[config.mk]
export PLATFORM = sky130hd
export DESIGN_NAME = io_key_sw_responder
export DESIGN_NICKNAME = d
export VERILOG_FILES = /design/src/rtl/io_key_sw_responder.sv
export SDC_FILE = /design/constraint.sdc
export NUM_CORES = 1
export LEC_CHECK = 0
export CAP_MARGIN = 20
export CELL_PAD_IN_SITES_DETAIL_PLACEMENT = 0
export CELL_PAD_IN_SITES_GLOBAL_PLACEMENT = 1
export CORE_MARGIN = 8
export CORE_UTILIZATION = 38
export DETAILED_ROUTE_END_ITERATION = 7
export PLACE_DENSITY = 0.88
export SYNTH_ARGS = -nofsm -noshare
export SYNTH_HDL_FRONTEND = slang
export SYNTH_SLANG_ARGS = --single-unit
[constraint.sdc]
create_clock -name clk -period 5.9 [get_ports clk]
set_input_delay 0.59 -clock clk [delete_from_list [all_inputs] [get_ports clk]]
set_output_delay 0.59 -clock clk [all_outputs]
set_load 0.01 [all_outputs]
[src/rtl/io_key_sw_responder.sv]
`default_nettype none
// ============================================================================
// Module   : io_key_sw_responder
// Brief    : Memory-mapped responder for the board KEY and SW inputs.
//            Synchronises the raw inputs, debounces the switches and exposes
//            a DATA register plus a CTRL/STATUS register (Ready, Overrun, IE)
//            per device. Read data and hit are combinational so the MEM
//            stage can mux them ahead of the data memory.
// Revision : 1.0 - initial release
// ============================================================================
module io_key_sw_responder #(
    parameter int               DBITS           = 32,
    parameter int               KEYBITS         = 4,
    parameter int               SWBITS          = 10,
    parameter logic [DBITS-1:0] ADDRKDATA       = 32'hFFFFF080,
    parameter logic [DBITS-1:0] ADDRKCTRL       = 32'hFFFFF084,
    parameter logic [DBITS-1:0] ADDRSDATA       = 32'hFFFFF090,
    parameter logic [DBITS-1:0] ADDRSCTRL       = 32'hFFFFF094,
    parameter int               DEBOUNCE_CYCLES = 500000
) (
    input  logic               clk,
    input  logic               reset,
    input  logic [KEYBITS-1:0] key_n,
    input  logic [SWBITS-1:0]  sw,
    input  logic [DBITS-1:0]   addr,
    input  logic               re,
    input  logic               we,
    input  logic [DBITS-1:0]   wdata,
    output logic [DBITS-1:0]   rdata,
    output logic               hit,
    output logic               intr
);

    // Debounce counter only ever needs to reach DEBOUNCE_CYCLES-1.
    localparam int                CNT_W     = (DEBOUNCE_CYCLES > 2) ? $clog2(DEBOUNCE_CYCLES) : 1;
    localparam logic [CNT_W-1:0]  C_CNT_MAX = CNT_W'(DEBOUNCE_CYCLES - 1);

    // CTRL register bit positions.
    localparam int C_BIT_READY   = 0;
    localparam int C_BIT_OVERRUN = 2;
    localparam int C_BIT_IE      = 8;

    // ------------------------------------------------------------------
    // Synchroniser, data and debounce state
    // ------------------------------------------------------------------
    logic [KEYBITS-1:0] r_key_sync1;
    logic [KEYBITS-1:0] r_key_sync2;
    logic [SWBITS-1:0]  r_sw_sync1;
    logic [SWBITS-1:0]  r_sw_sync2;
    logic [KEYBITS-1:0] r_kdata;
    logic [SWBITS-1:0]  r_sdata;
    logic [SWBITS-1:0]  r_sw_cand;
    logic [CNT_W-1:0]   r_sw_cnt;

    // Per-device status flags
    logic r_k_ready;
    logic r_k_overrun;
    logic r_k_ie;
    logic r_s_ready;
    logic r_s_overrun;
    logic r_s_ie;
    logic r_intr;

    // ------------------------------------------------------------------
    // Combinational decode
    // ------------------------------------------------------------------
    logic [KEYBITS-1:0] w_key_s;
    logic               w_k_event;
    logic               w_s_event;
    logic               w_hit_kdata;
    logic               w_hit_kctrl;
    logic               w_hit_sdata;
    logic               w_hit_sctrl;
    logic               w_k_rd_clr;
    logic               w_s_rd_clr;
    logic               w_k_ctrl_wr;
    logic               w_s_ctrl_wr;
    logic [DBITS-1:0]   w_kctrl;
    logic [DBITS-1:0]   w_sctrl;
    logic               w_unused_wdata;

    // Keys are active-low on the board; present them as pressed = 1.
    assign w_key_s   = ~r_key_sync2;
    assign w_k_event = (w_key_s != r_kdata);

    // A switch event is the edge on which a fully settled candidate differs
    // from the published value.
    assign w_s_event = (r_sw_sync2 == r_sw_cand) && (r_sw_cnt == C_CNT_MAX) &&
                       (r_sw_cand != r_sdata);

    assign w_hit_kdata = (addr == ADDRKDATA);
    assign w_hit_kctrl = (addr == ADDRKCTRL);
    assign w_hit_sdata = (addr == ADDRSDATA);
    assign w_hit_sctrl = (addr == ADDRSCTRL);

    // Reading a DATA register consumes the Ready flag.
    assign w_k_rd_clr  = re && w_hit_kdata;
    assign w_s_rd_clr  = re && w_hit_sdata;
    assign w_k_ctrl_wr = we && w_hit_kctrl;
    assign w_s_ctrl_wr = we && w_hit_sctrl;

    // Only wdata bits 2 and 8 carry meaning for CTRL writes.
    assign w_unused_wdata = ^{wdata[DBITS-1:C_BIT_IE+1], wdata[C_BIT_IE-1:C_BIT_OVERRUN+1],
                              wdata[C_BIT_OVERRUN-1:0]};

    // ------------------------------------------------------------------
    // Two-flop synchronisers; keys idle high, switches idle low.
    // ------------------------------------------------------------------
    always_ff @(posedge clk or posedge reset) begin
        if (reset) begin
            r_key_sync1 <= '1;
            r_key_sync2 <= '1;
            r_sw_sync1  <= '0;
            r_sw_sync2  <= '0;
        end else begin
            r_key_sync1 <= key_n;
            r_key_sync2 <= r_key_sync1;
            r_sw_sync1  <= sw;
            r_sw_sync2  <= r_sw_sync1;
        end
    end

    // KEY data register tracks the synchronised keys every cycle.
    always_ff @(posedge clk or posedge reset) begin
        if (reset) begin
            r_kdata <= '0;
        end else begin
            r_kdata <= w_key_s;
        end
    end

    // Switch debounce: any change restarts the count; publish once settled.
    always_ff @(posedge clk or posedge reset) begin
        if (reset) begin
            r_sw_cand <= '0;
            r_sw_cnt  <= '0;
            r_sdata   <= '0;
        end else if (r_sw_sync2 != r_sw_cand) begin
            r_sw_cand <= r_sw_sync2;
            r_sw_cnt  <= '0;
        end else if (r_sw_cnt != C_CNT_MAX) begin
            r_sw_cnt  <= r_sw_cnt + 1'b1;
        end else if (r_sw_cand != r_sdata) begin
            r_sdata   <= r_sw_cand;
        end
    end

    // KEY status flags: event beats a same-edge read, overrun set beats clear.
    always_ff @(posedge clk or posedge reset) begin
        if (reset) begin
            r_k_ready   <= 1'b0;
            r_k_overrun <= 1'b0;
            r_k_ie      <= 1'b0;
        end else begin
            if (w_k_event) begin
                r_k_ready <= 1'b1;
            end else if (w_k_rd_clr) begin
                r_k_ready <= 1'b0;
            end

            if (w_k_event && r_k_ready && !w_k_rd_clr) begin
                r_k_overrun <= 1'b1;
            end else if (w_k_ctrl_wr && !wdata[C_BIT_OVERRUN]) begin
                r_k_overrun <= 1'b0;
            end

            if (w_k_ctrl_wr) begin
                r_k_ie <= wdata[C_BIT_IE];
            end
        end
    end

    // SW status flags: same rules as the KEY device.
    always_ff @(posedge clk or posedge reset) begin
        if (reset) begin
            r_s_ready   <= 1'b0;
            r_s_overrun <= 1'b0;
            r_s_ie      <= 1'b0;
        end else begin
            if (w_s_event) begin
                r_s_ready <= 1'b1;
            end else if (w_s_rd_clr) begin
                r_s_ready <= 1'b0;
            end

            if (w_s_event && r_s_ready && !w_s_rd_clr) begin
                r_s_overrun <= 1'b1;
            end else if (w_s_ctrl_wr && !wdata[C_BIT_OVERRUN]) begin
                r_s_overrun <= 1'b0;
            end

            if (w_s_ctrl_wr) begin
                r_s_ie <= wdata[C_BIT_IE];
            end
        end
    end

    // Interrupt is a registered OR of enabled Ready flags (one cycle behind).
    always_ff @(posedge clk or posedge reset) begin
        if (reset) begin
            r_intr <= 1'b0;
        end else begin
            r_intr <= (r_k_ready & r_k_ie) | (r_s_ready & r_s_ie);
        end
    end

    // Assemble the CTRL/STATUS read images.
    always_comb begin
        w_kctrl                = '0;
        w_kctrl[C_BIT_READY]   = r_k_ready;
        w_kctrl[C_BIT_OVERRUN] = r_k_overrun;
        w_kctrl[C_BIT_IE]      = r_k_ie;
        w_sctrl                = '0;
        w_sctrl[C_BIT_READY]   = r_s_ready;
        w_sctrl[C_BIT_OVERRUN] = r_s_overrun;
        w_sctrl[C_BIT_IE]      = r_s_ie;
    end

    // Read mux: independent of re so the MEM stage can select it freely.
    always_comb begin
        rdata = '0;
        if (w_hit_kdata) begin
            rdata = {{(DBITS-KEYBITS){1'b0}}, r_kdata};
        end else if (w_hit_kctrl) begin
            rdata = w_kctrl;
        end else if (w_hit_sdata) begin
            rdata = {{(DBITS-SWBITS){1'b0}}, r_sdata};
        end else if (w_hit_sctrl) begin
            rdata = w_sctrl;
        end
    end

    assign hit  = w_hit_kdata | w_hit_kctrl | w_hit_sdata | w_hit_sctrl;
    assign intr = r_intr;

endmodule
`default_nettype wire

Word-level counts from Yosys, hierarchy flattened:

Index checks and enable logic that the tools add are counted.

* input bits: 82
* output and inout bits: 34
* register bits after elaboration: 78
* logic and storage cells: 70

* bitwise operators: 9
* multiplexer cells: 14
* reductions and logical operators: 21
* add/sub/neg operators: 1
* equal/unequal tests: 10

Operators by type and width (count)
* equality test 32 bit (second input constant): 4
* 2-to-1 mux 19 bit: 2
* 2-to-1 mux 10 bit: 3
* != test 10 bit: 2
* adder 19 x 1 -> 19 bit (second input constant): 1
* equality test 19 bit (second input constant): 1
* != test 19 bit (second input constant): 1
* logical AND 1 bit: 12
* equality test 10 bit: 1
* nonzero test 2 bit: 5
* 2-to-1 mux 9 bit: 1
* 2-to-1 mux 1 bit: 8
* != test 4 bit: 1
* NOT 4 bit: 1
* bitwise OR 1 bit: 4
* logical NOT 1 bit: 3
* AND reduction 3 bit: 1
* AND 1 bit: 2
* NOT 1 bit: 2

Depth between registers and ports, before layout:

Gate-level depths: netlist of the first run.

* depth after elaboration: 6
* gate-level depth with buffers: 8
* gate-level depth less buffers: 6

Least setup slack after synthesis of the first run:

No wires, ideal clock.

* path type: input-to-output
* start: input addr[9]
* end: output rdata[4]
* required time: 5.310 ns
* path buffers: 0
* cell stages on the path: 6
* setup slack: 3.357 ns
* arrival time: 1.953 ns
* cells stage by stage: nand4b_1 nor4_1 nand4_1 inv_1 nand2_1 nor3b_1

* word-level cells in the longest chain between the ends: 4
* elaborated cells on any way between the ends: 6
* classes of those cells: eq/ne: 3; mux: 3

RTL lines
* start: declaration: line 25 `input logic [DBITS-1:0] addr,`
* equality test 32 bit: line 93 `assign w_hit_sdata = (addr == ADDRSDATA);`
* 2-to-1 mux 10 bit: line 226 `end else if (w_hit_sdata) begin`
* 2-to-1 mux 10 bit: line 224 `end else if (w_hit_kctrl) begin`
* 2-to-1 mux 10 bit (*): line 222 `if (w_hit_kdata) begin`
* end: declaration: line 29 `output logic [DBITS-1:0] rdata,`

Mark *: on every way between the ends. The rest lies on a longest branch, timed or not.

Worst setup path in the final report of the first run:

Same ends and word-level chain as after synthesis.

==> metrics.cfg, run 1 <==
[run]
cap_violations=0

[grt]
grt_max_degree=79
grt_usage_pct=11.60
grt_pass1_vias=2431
overflow=0
use_met2_pct=17.69
antenna_found_initial=0
busiest_layer=met2
globalRouteMet3Util_pct=2.652
grt_pass1_wl_um=11670
grtUsageMet1_pct=14.82

[logic_synthesis]
yosys.area_share.simple_pct=16.58
avgSynthCellArea_um2=11.56
synth_xor_area_share_pct=8.003
synthCells=303
ys_warn_count=0
synth_compound_area_share_pct=4.823
synth_seq_cells=78
synth.distinct_cells=44
synth_flop_cell=dfrtp_1
synth_top_family_by_area=simple AND/OR/NAND/NOR gates
syn_area_um2=3502
seq_area_frac_synth_pct=56.02
synth_mux_area_share_pct=6.324
synth-adder-area-share_pct=0.3573
synth_edf_count=0
async_flop_share_pct=100.0

[setup_path]
cpLargestDelayFamily=simple AND/OR/NAND/NOR gates
crit_chain=clkdlybuf4s50_1 > nand4b_1 > nor4_1 > nand4_1 > inv_1 > nand2_1 > nor3b_1 > clkdlybuf4s50_1
r2r-start=r_sw_cand[8]
cp.required_ps=5310
rr_endpoint=r_sdata[0]
critPathCaptureType=output pin
critical_path_arrival_ps=3300
crit_buf_inv=3
crit_type=primary input to output pin
crit_fanout=9
r2r_cells=5
slowest_delay_ps=610
startpoint_type=primary input
cp_common_cell=clkdlybuf4s50_1
ff2ff_setup_slack_ps=3010
cpMaxStageDelayCell=clkdlybuf4s50_1

[floorplan]
io_pins=116
core_area_um2=9109
die_w_um=112
core.rowCount=35
start_util_pct=38.45
die_area_um2=12540
die_h_um=112

[layout]
seq_area_um2=1962
final_cell_mix=dfrtp_1 (70), clkdlybuf4s50_1 (63), conb_1 (22), xor2_1 (17), xnor2_1 (15)
multi_input_area_um2=1346
drive_gt1_share_pct=12.36
area_growth_pct=22.54
fin_nets=442
fillers=807
diodes=0
layout_commonest_cell=dfrtp_1
postLayoutCellArea_um2=4292
fin_cells=475

[timing]
tns_ps=0
rsz0062_at_grt=false
min_period_ps=3888
setup_viol=0
maxSlewHeadroom_pct=35.55
hold_viol=0
slew_violations=0
tightest_slew_ps=966.8
fmax_mhz=257.2
clock_skew_ps=7.901
finalCritPeriodShare_pct=65.90

[hold_path]
holdPathEnd=r_sw_sync2[5]
hold_depth=0
hold_class=flop to flop
holdCritStartpoint=r_sw_sync1[5]

[clock_network]
hold_buffers=0
clk_latency_ps=340
cts_tree=built
clkTransAtPathRegs_ps=70
post_cts_buffers=0
cts_made_buffers=9
cts_resized=0
max-clock-path-buffers=2
cts_max_level=3
cts-root-buf=clkbuf_8
clock_sinks=78

[outcome]
status=finished clean

[place]
gp_congestion=0.8566
port_buffers=63
dpl.cell_count=459
postPlaceCellArea_um2=4123
hpwl_um=5047

[power]
swShare_pct=23.54
combPwrFrac_pct=7.4
intPower_w=0.0007444
p_sw_w=0.0002292
max-vdd-ir-drop_v=0.0001281
p_per_area_nw_per_um2=226.9
pwr-share-clk_pct=35.0
seq_power_share_pct=57.6
p_leak_nw=1.719

[detailed_routing]
drt-vias-per-instance=4.958
wl_per_cell_um=14.73
drtIter0Drc=111
first_pass_iters=4
drc=0
antenna_left=0
vias=2355
drt-total-wl_um=6999

[final cells by class]
| cell class | count | share of cell area (%) |
|---|---|---|
| Clock buffer | 11 | 3.061 |
| Clock inverter | 5 | 0.8746 |
| Sequential cell | 78 | 45.71 |
| Timing Repair Buffer | 64 | 14.87 |
| Multi-Input combinational cell | 196 | 31.37 |
| Inverter | 10 | 0.8746 |
| Tap cell | 111 | 3.236 |
[metrics by stage]
stage	hold slack (ps)	setup WS, ps	util, %	power (W)
finish	354.3	2012	47.12	0.0009737
global route	360.3	1762	47.12	0.001021
CTS	354.1	1953	47.12	0.0009893
detailed placement	337.2	1964	45.26	0.0006444
global placement	331.5	2041	45.26	0.0006418
floorplan	331.2	3328	-	0.0006132
[how the worst max path moves through the flow]
| stage | cells after the start | startpoint | endpoint |
|---|---|---|---|
| after global routing | 8 | addr[9] | rdata[4] |
| after CTS | 8 | addr[9] | rdata[7] |
| after global placement | 8 | addr[22] | rdata[5] |
| after floorplan | 1 | reset | intr |
| after detailed placement | 8 | addr[9] | rdata[7] |
| final | 8 | addr[9] | rdata[4] |
[power groups by stage]
stage | Clock (W) | Combinational [W] | Sequential (W)
global route | 0.000378 | 0.0000799 | 0.000563
detailed placement | 0 | 0.0000727 | 0.000572
floorplan | 0 | 0.0000444 | 0.000569
finish | 0.000341 | 0.0000719 | 0.000561
global placement | 0 | 0.0000712 | 0.000571
CTS | 0.000355 | 0.0000730 | 0.000561
[metal layers]
metal	up-vias	routed length (µm)
met5	-	0
met4	0	141
met3	10	381
met2	69	3190
met1	1154	3284
li1	1122	-
[synth_stat cells (2+ instances only)]
cell | number | share of area (%)
dfrtp_1 | 70 | 50
buf_4 | 22 | 4.7
xor2_1 | 17 | 4.3
clkbuf_1 | 15 | 1.6
xnor2_1 | 15 | 3.8
nor2_1 | 14 | 1.5
mux2_2 | 13 | 4.2
nand2_1 | 13 | 1.4
a21oi_1 | 10 | 1.4
inv_1 | 10 | 1.1
nand4_1 | 9 | 1.6
dfstp_2 | 8 | 6.0
nor3_1 | 8 | 1.1
nor4_1 | 8 | 1.4
o31ai_1 | 8 | 1.7
nand3_1 | 6 | 0.86
or4_1 | 6 | 1.3
nor3b_1 | 5 | 1.1
nor4b_1 | 4 | 1.0
o21ai_0 | 4 | 0.57
and3_1 | 3 | 0.54
mux2i_1 | 3 | 0.86
nand2b_1 | 3 | 0.54
or3_1 | 3 | 0.54
a31oi_1 | 2 | 0.36
and2_1 | 2 | 0.36
buf_2 | 2 | 0.29
mux4_2 | 2 | 1.3
nand4b_1 | 2 | 0.50
nor2b_1 | 2 | 0.36
[sequential cells by signal, indices dropped and copies added, names as in the netlist]
name,cells
r_s_ready,1
intr,1
r_s_ie,1
r_k_ie,1
r_k_overrun,1
r_key_sync2,4
r_k_ready,1
r_s_overrun,1
r_sw_cnt,19
r_sdata,10
r_key_sync1,4
r_sw_cand,10
r_sw_sync1,10
r_kdata,4
r_sw_sync2,10
[cell families after synthesis]
family                     Yosys count
xor gates and xnor gates            32
other                                1
AOI/OAI and AO/OA                   27
DFF                                 78
buffers and inverters               50
and+or+nand+nor                     96
adders and majority gates            1
muxes                               18
No activity file was read; power rests on OpenSTA's default activity.
==> run 2, diff against run 1 <==
CORE_UTILIZATION = 35   (was 38)
PLACE_DENSITY = 0.82   (was 0.88)
clock period = 3.7 ns   (was 5.9 ns; I/O delays follow)
==> metrics.cfg, run 2 (synthesis results as in run 1) <==
[detailed_routing]
antenna_left=0  ; unchanged
vias=2378  ; +0.98%
drt-vias-per-instance=4.756  ; -4.1%
first_pass_iters=4  ; unchanged
drtIter0Drc=104  ; -6.3%
wl_per_cell_um=14.35  ; -2.6%
drt-total-wl_um=7175  ; +2.5%
drc=0  ; unchanged

[layout]
fin_cells=500  ; +5.3%
fin_nets=445  ; +0.68%
diodes=0  ; unchanged
area_growth_pct=25.29
top_register=r_sw_cnt
fillers=902  ; +12%
final_cell_mix=dfrtp_1 (70), clkdlybuf4s50_1 (63), conb_1 (22), xor2_1 (17), xnor2_1 (15)
layout_commonest_cell=dfrtp_1
largest_register_ffs=19  ; unchanged
drive_gt1_share_pct=13.08  ; +0.72 points

[clock_network]
clk_latency_ps=340  ; about the same
cts_tree=built
cts_resized=0  ; unchanged
hold_buffers=0  ; unchanged
clock_sinks=78  ; unchanged
cts-root-buf=clkbuf_8
cts_max_level=3  ; unchanged
max-clock-path-buffers=2  ; unchanged
cts_made_buffers=9  ; unchanged
clkTransAtPathRegs_ps=80  ; about the same
post_cts_buffers=0  ; unchanged

[timing]
slew_violations=0  ; unchanged
tns_ps=0  ; unchanged
tightest_slew_ps=624.2  ; -342.6 ps
hold_viol=0  ; unchanged
rsz0062_at_grt=false
finalCritPeriodShare_pct=84.14
maxSlewHeadroom_pct=58.39  ; +23 points
clock_skew_ps=9.181  ; +1.280 ps
fmax_mhz=321.2
setup_viol=0  ; unchanged
min_period_ps=3113

[grt]
overflow=0  ; unchanged
grt_usage_pct=11.05  ; -0.56 points
grt_pass1_vias=2409  ; -0.90%
grt_pass1_wl_um=11720  ; +0.42%
grt_max_degree=32  ; -59%
antenna_found_initial=0  ; unchanged

[place]
dpl.cell_count=484  ; +5.4%
gp_congestion=0.8132  ; -5.1%
port_buffers=63  ; unchanged
hpwl_um=5382  ; +6.6%

[setup_path]
crit_chain=clkdlybuf4s50_1 > nand4_1 > nor4_1 > nand4_1 > inv_1 > nand2_1 > nor3b_1 > clkdlybuf4s50_1
r2r_cells=6  ; +1
endpoint=rdata[4]
rr_endpoint=r_sdata[4]
cpMaxStageDelayCell=clkdlybuf4s50_1
crit_type=primary input to output pin
critPathCaptureType=output pin
cp.required_ps=3330  ; -1980 ps
slowest_delay_ps=610  ; about the same
crit_fanout=5  ; -4
critical_path_arrival_ps=2740  ; -560 ps
r2r-start=r_sw_cand[8]
critPathLaunch=addr[20]
startpoint_type=primary input
ff2ff_setup_slack_ps=1290  ; -1720 ps

[power]
max-vdd-ir-drop_v=0.0002468  ; +93%
p_leak_nw=1.764  ; +2.6%
p_per_area_nw_per_um2=384.7  ; +70%

[floorplan]
core_area_um2=9729  ; +6.8%
die_area_um2=13460  ; +7.3%
core.rowCount=36  ; +2.9%
start_util_pct=36.00  ; -2.5 points
die_w_um=116.0  ; +3.6%
io_pins=116  ; unchanged
die_h_um=116.0  ; +3.6%

[run]
cap_violations=0  ; unchanged

[hold_path]
hold_class=flop to flop
holdCritStartpoint=r_sw_sync1[2]

[outcome]
status=finished clean

## run 2: cell count changes in the layout (fill, tap and decap cells not counted)
cell / change
buf_4: +3
clkinvlp_4: -3
bufinv_16: +2
clkinv_4: +1
## run 2: worst min path at each step
stage	to	slack (ps)	cells past startpoint
4_1_cts	r_sw_sync2[1]	350	0
5_1_grt	r_key_sync2[1]	360	0
3_5_place_dp	r_sw_sync2[1]	330	0
6_report	r_sw_sync2[2]	350	0
2_1_floorplan	r_sw_sync2[0]	330	0
3_3_place_gp	r_sw_sync2[8]	330	0
## run 2: area by class of cell
| cell class | count | area, µm² | area share [%] |
|---|---|---|---|
| multi-input cells | 196 | 1346 | 30.68 |
| inverters | 10 | 37.54 | 0.8554 |
| well taps | 133 | 166.4 | 3.792 |
| clock inverters | 5 | 83.83 | 1.910 |
| repair buffers | 67 | 660.6 | 15.06 |
| flip-flops and latches | 78 | 1962 | 44.71 |
| clock buffers | 11 | 131.4 | 2.994 |
## run 2: stage by stage
step / worst slack, ps / total power (W) / hold WS, ps / cell area (µm²) / utilization [%]
after floorplan: 1348 / 0.0009778 / 331.2 / 3581 / -
after global placement: 565.0 / 0.001025 / 333.1 / 4173 / 42.89
after detailed placement: 531.6 / 0.001028 / 334.7 / 4173 / 42.89
after CTS: 502.4 / 0.001715 / 352.9 / 4388 / 45.10
after global routing: 439.8 / 0.001760 / 360.7 / 4388 / 45.10
final: 586.9 / 0.001688 / 351.5 / 4388 / 45.10
## run 2: worst max-delay path, delay by kind of cell
family	cells	cell delay, ps
buf+inv	3	1260
simple gates	5	1110
## run 2: metal layers
layer	track usage, %	share of wire, %	up-vias
met5	0	0	-
met4	3.889	1.2	0
met3	4.013	8.5	7
met2	17.46	46	72
met1	13.59	44	1169
li1	-	-	1130
## run 2: report_power, final
group          leakage [nW]  total (W)  switching (W)  internal (W)
clock                0.0998   0.000678       0.000296      0.000382
combinational         0.696   0.000116      0.0000506     0.0000656
sequential            0.968   0.000894      0.0000154      0.000879
total                  1.76    0.00169       0.000362       0.00133
==> RTL change, RTL diff (flow settings as in run 2) <==
Make the reset (`reset`) synchronous in 6 clocked blocks.
--- a/src/rtl/io_key_sw_responder.sv
+++ b/src/rtl/io_key_sw_responder.sv
@@ -106,7 +106,7 @@
     // ------------------------------------------------------------------
     // Two-flop synchronisers; keys idle high, switches idle low.
     // ------------------------------------------------------------------
-    always_ff @(posedge clk or posedge reset) begin
+    always_ff @(posedge clk) begin
         if (reset) begin
             r_key_sync1 <= '1;
             r_key_sync2 <= '1;
@@ -121,7 +121,7 @@
     end
 
     // KEY data register tracks the synchronised keys every cycle.
-    always_ff @(posedge clk or posedge reset) begin
+    always_ff @(posedge clk) begin
         if (reset) begin
             r_kdata <= '0;
         end else begin
@@ -130,7 +130,7 @@
     end
 
     // Switch debounce: any change restarts the count; publish once settled.
-    always_ff @(posedge clk or posedge reset) begin
+    always_ff @(posedge clk) begin
         if (reset) begin
             r_sw_cand <= '0;
             r_sw_cnt  <= '0;
@@ -146,7 +146,7 @@
     end
 
     // KEY status flags: event beats a same-edge read, overrun set beats clear.
-    always_ff @(posedge clk or posedge reset) begin
+    always_ff @(posedge clk) begin
         if (reset) begin
             r_k_ready   <= 1'b0;
             r_k_overrun <= 1'b0;
@@ -171,7 +171,7 @@
     end
 
     // SW status flags: same rules as the KEY device.
-    always_ff @(posedge clk or posedge reset) begin
+    always_ff @(posedge clk) begin
         if (reset) begin
             r_s_ready   <= 1'b0;
             r_s_overrun <= 1'b0;
@@ -196,7 +196,7 @@
     end
 
     // Interrupt is a registered OR of enabled Ready flags (one cycle behind).
-    always_ff @(posedge clk or posedge reset) begin
+    always_ff @(posedge clk) begin
         if (reset) begin
             r_intr <= 1'b0;
         end else begin
Check against the original RTL: differs if reset is asserted again (counterexample within 4 cycles, from zero or initial values and one cycle with reset high); with reset held inactive, the same outputs for 10 cycles.
==> RTL change against run 2 <==
- clock skew about the same
- wire length increased by 0.70%
- critical path depth decreased by 2
- utilization decreased by 0.093 points
- largest power group unchanged
- count of clock-buffer cells in the layout decreased by 1
- hold slack improved by 59 ps
- total power increased by 1.6%
- via count increased by 10%
- synthesized area increased by 0.25%
- design area increased by 0.26%
- sequential power decreased by 2.2%
- worst setup slack improved by 3.0 ps
- sequential cell count unchanged
==> RTL change: results (changes against run 2) <==
[metrics] status: finished, final reports clean
[metrics] placed insts: 549 (+13%)
[metrics] GRT Overall Usage: 10.7% (-0.35 points)
[metrics] post-synth cell types: 50 (+14%)
[metrics] fraction of layout cells with a size suffix above 1: 9.01% (-4.1 points)
[metrics] Net count, final: 511 (+15%)
[metrics] RR Endpoint: r_sdata[5]
[metrics] average via count per standard cell: 4.64 (-2.5%)
[metrics] average instance area after synthesis: 9.57 um2 (-17%)
[metrics] Seq/Total Area, Yosys: 44.5% (-12 points)
[metrics] reg-to-reg slack, setup: 1510 ps (+220 ps)
[metrics] setup skew after layout: 9.47 ps (+0.285 ps)
[metrics] Least-Margin Pin Slew: 728 ps (+104 ps)
[metrics] vias in the first global route: 2472 (+2.6%)
[metrics] standby leakage power: 0.00163 uW (-7.4%)
[metrics] Crit Reg-Reg Startpoint: r_sw_cand[3]
[metrics] Area contributors post-synth: sky130_fd_sc_hd__dfxtp_1 44%, sky130_fd_sc_hd__xor2_1 6.0%, sky130_fd_sc_hd__nor2b_1 5.5%
[metrics] DP Wirelength: 5.38 mm (about the same)
[metrics] top post-synthesis cells by count: 78 x sky130_fd_sc_hd__dfxtp_1, 32 x sky130_fd_sc_hd__nor2_1, 31 x sky130_fd_sc_hd__nor2b_1, 24 x sky130_fd_sc_hd__xor2_1, 22 x sky130_fd_sc_hd__buf_4
[metrics] number of cells traversed by the worst hold path: 1 (+1)
[metrics] end of the worst hold path: r_key_sync2[1]
[metrics] global-route wire length before repair: 11.5 mm (-1.6%)
[metrics] delay-heaviest family, CP: simple AND/OR/NAND/NOR gates
[metrics] critical path peak fanout: 7 (+2)
[metrics] post-placement worst setup slack: 582 ps (+49.9 ps)
[metrics] largest net degree at the start of global routing: 70 (+120%)
[metrics] launch instance of the worst min-delay path: r_key_sync1[1]
[metrics] Floorplan Core Area: 9770 um2 (+0.46%)
[metrics] Worst R2R Path Depth: 5 (-1)
[metrics] Routed Wire Length: 7.23 mm (+0.70%)
[metrics] count of fill cells added during filler insertion: 982 (+8.9%)
==> RTL change: changes by cell type after synthesis, moves of 8 or more <==
cell,run 2,this run
sky130_fd_sc_hd__inv_1,10,2
sky130_fd_sc_hd__or2_2,0,8
sky130_fd_sc_hd__dfxtp_1,0,78
sky130_fd_sc_hd__nand2b_1,3,11
sky130_fd_sc_hd__nor2_1,14,32
sky130_fd_sc_hd__dfrtp_1,70,0
sky130_fd_sc_hd__dfstp_2,8,0
sky130_fd_sc_hd__mux2_2,13,1
sky130_fd_sc_hd__nor2b_1,2,31
sky130_fd_sc_hd__nand4b_1,2,12
==> RTL change: area by class of cell <==
cell class	count	share of cell area (%)
Clock inverter	6	2.10
Tap cell	133	3.78
Multi-Input combinational cell	271	40.8
Inverter	2	0.171
Timing Repair Buffer	66	14.7
Sequential cell	78	35.5
Clock buffer	10	2.90
==> RTL change: how the worst max path moves through the flow <==
stage,from,endpoint,slack [ps],cells past startpoint
after floorplan,addr[0],rdata[4],1470,4
after global routing,addr[0],rdata[7],470,6
after global placement,addr[3],rdata[6],600,6
after CTS,addr[3],rdata[6],570,6
after detailed placement,addr[3],rdata[6],580,6
final,addr[3],rdata[7],590,6
==> RTL change: power by group <==
group	internal, uW	leakage, uW	switching, uW
registers	861	0.000636	13.2
clock network	385	0.000104	309
logic	83.2	0.000894	63.8
==> RTL change: stage by stage <==
step           util [%]  hold WS, ps  instance area, um2  total power, uW
2_1_floorplan         -          389                3590              989
3_3_place_gp       42.7          392                4170             1040
3_5_place_dp       42.7          395                4170             1040
4_1_cts            44.9          415                4390             1730
5_1_grt            45.0          412                4400             1790
6_report           45.0          410                4400             1710
==> RTL change: layer usage <==
layer / global-route usage [%] / vias to the layer above / wire, um / share of wire [%]
met2: 16.0 / 75 / 3160 / 44
met1: 13.6 / 1205 / 3500 / 48
met4: 5.01 / 0 / 73 / 1.0
met3: 3.57 / 4 / 499 / 6.9
met5: 0 / - / 0 / 0
li1: - / 1341 / - / -
==> RTL change: cells by family (layout without fill, tap and decap cells) <==
logic type      Yosys count  after routing  synth area share [%]
xor+xnor                 40             40                  9.98
buf+inv                  39             84                  6.63
flops                    78             78                  44.5
mux                       6              6                  2.46
compound gates           33             33                  5.67
fa+ha+maj                 1              1                 0.356
other cells               1             22                 0.107
simple gates            169            169                  30.3
==> RTL change: worst reg2reg max path, delay by kind of cell, from the launching register on <==
family	cells	cell delay (ps)
AND/OR/NAND/NOR	3	1400
flip-flops	1	350
AO/OA/AOI/OAI	1	210
XOR/XNOR	1	160
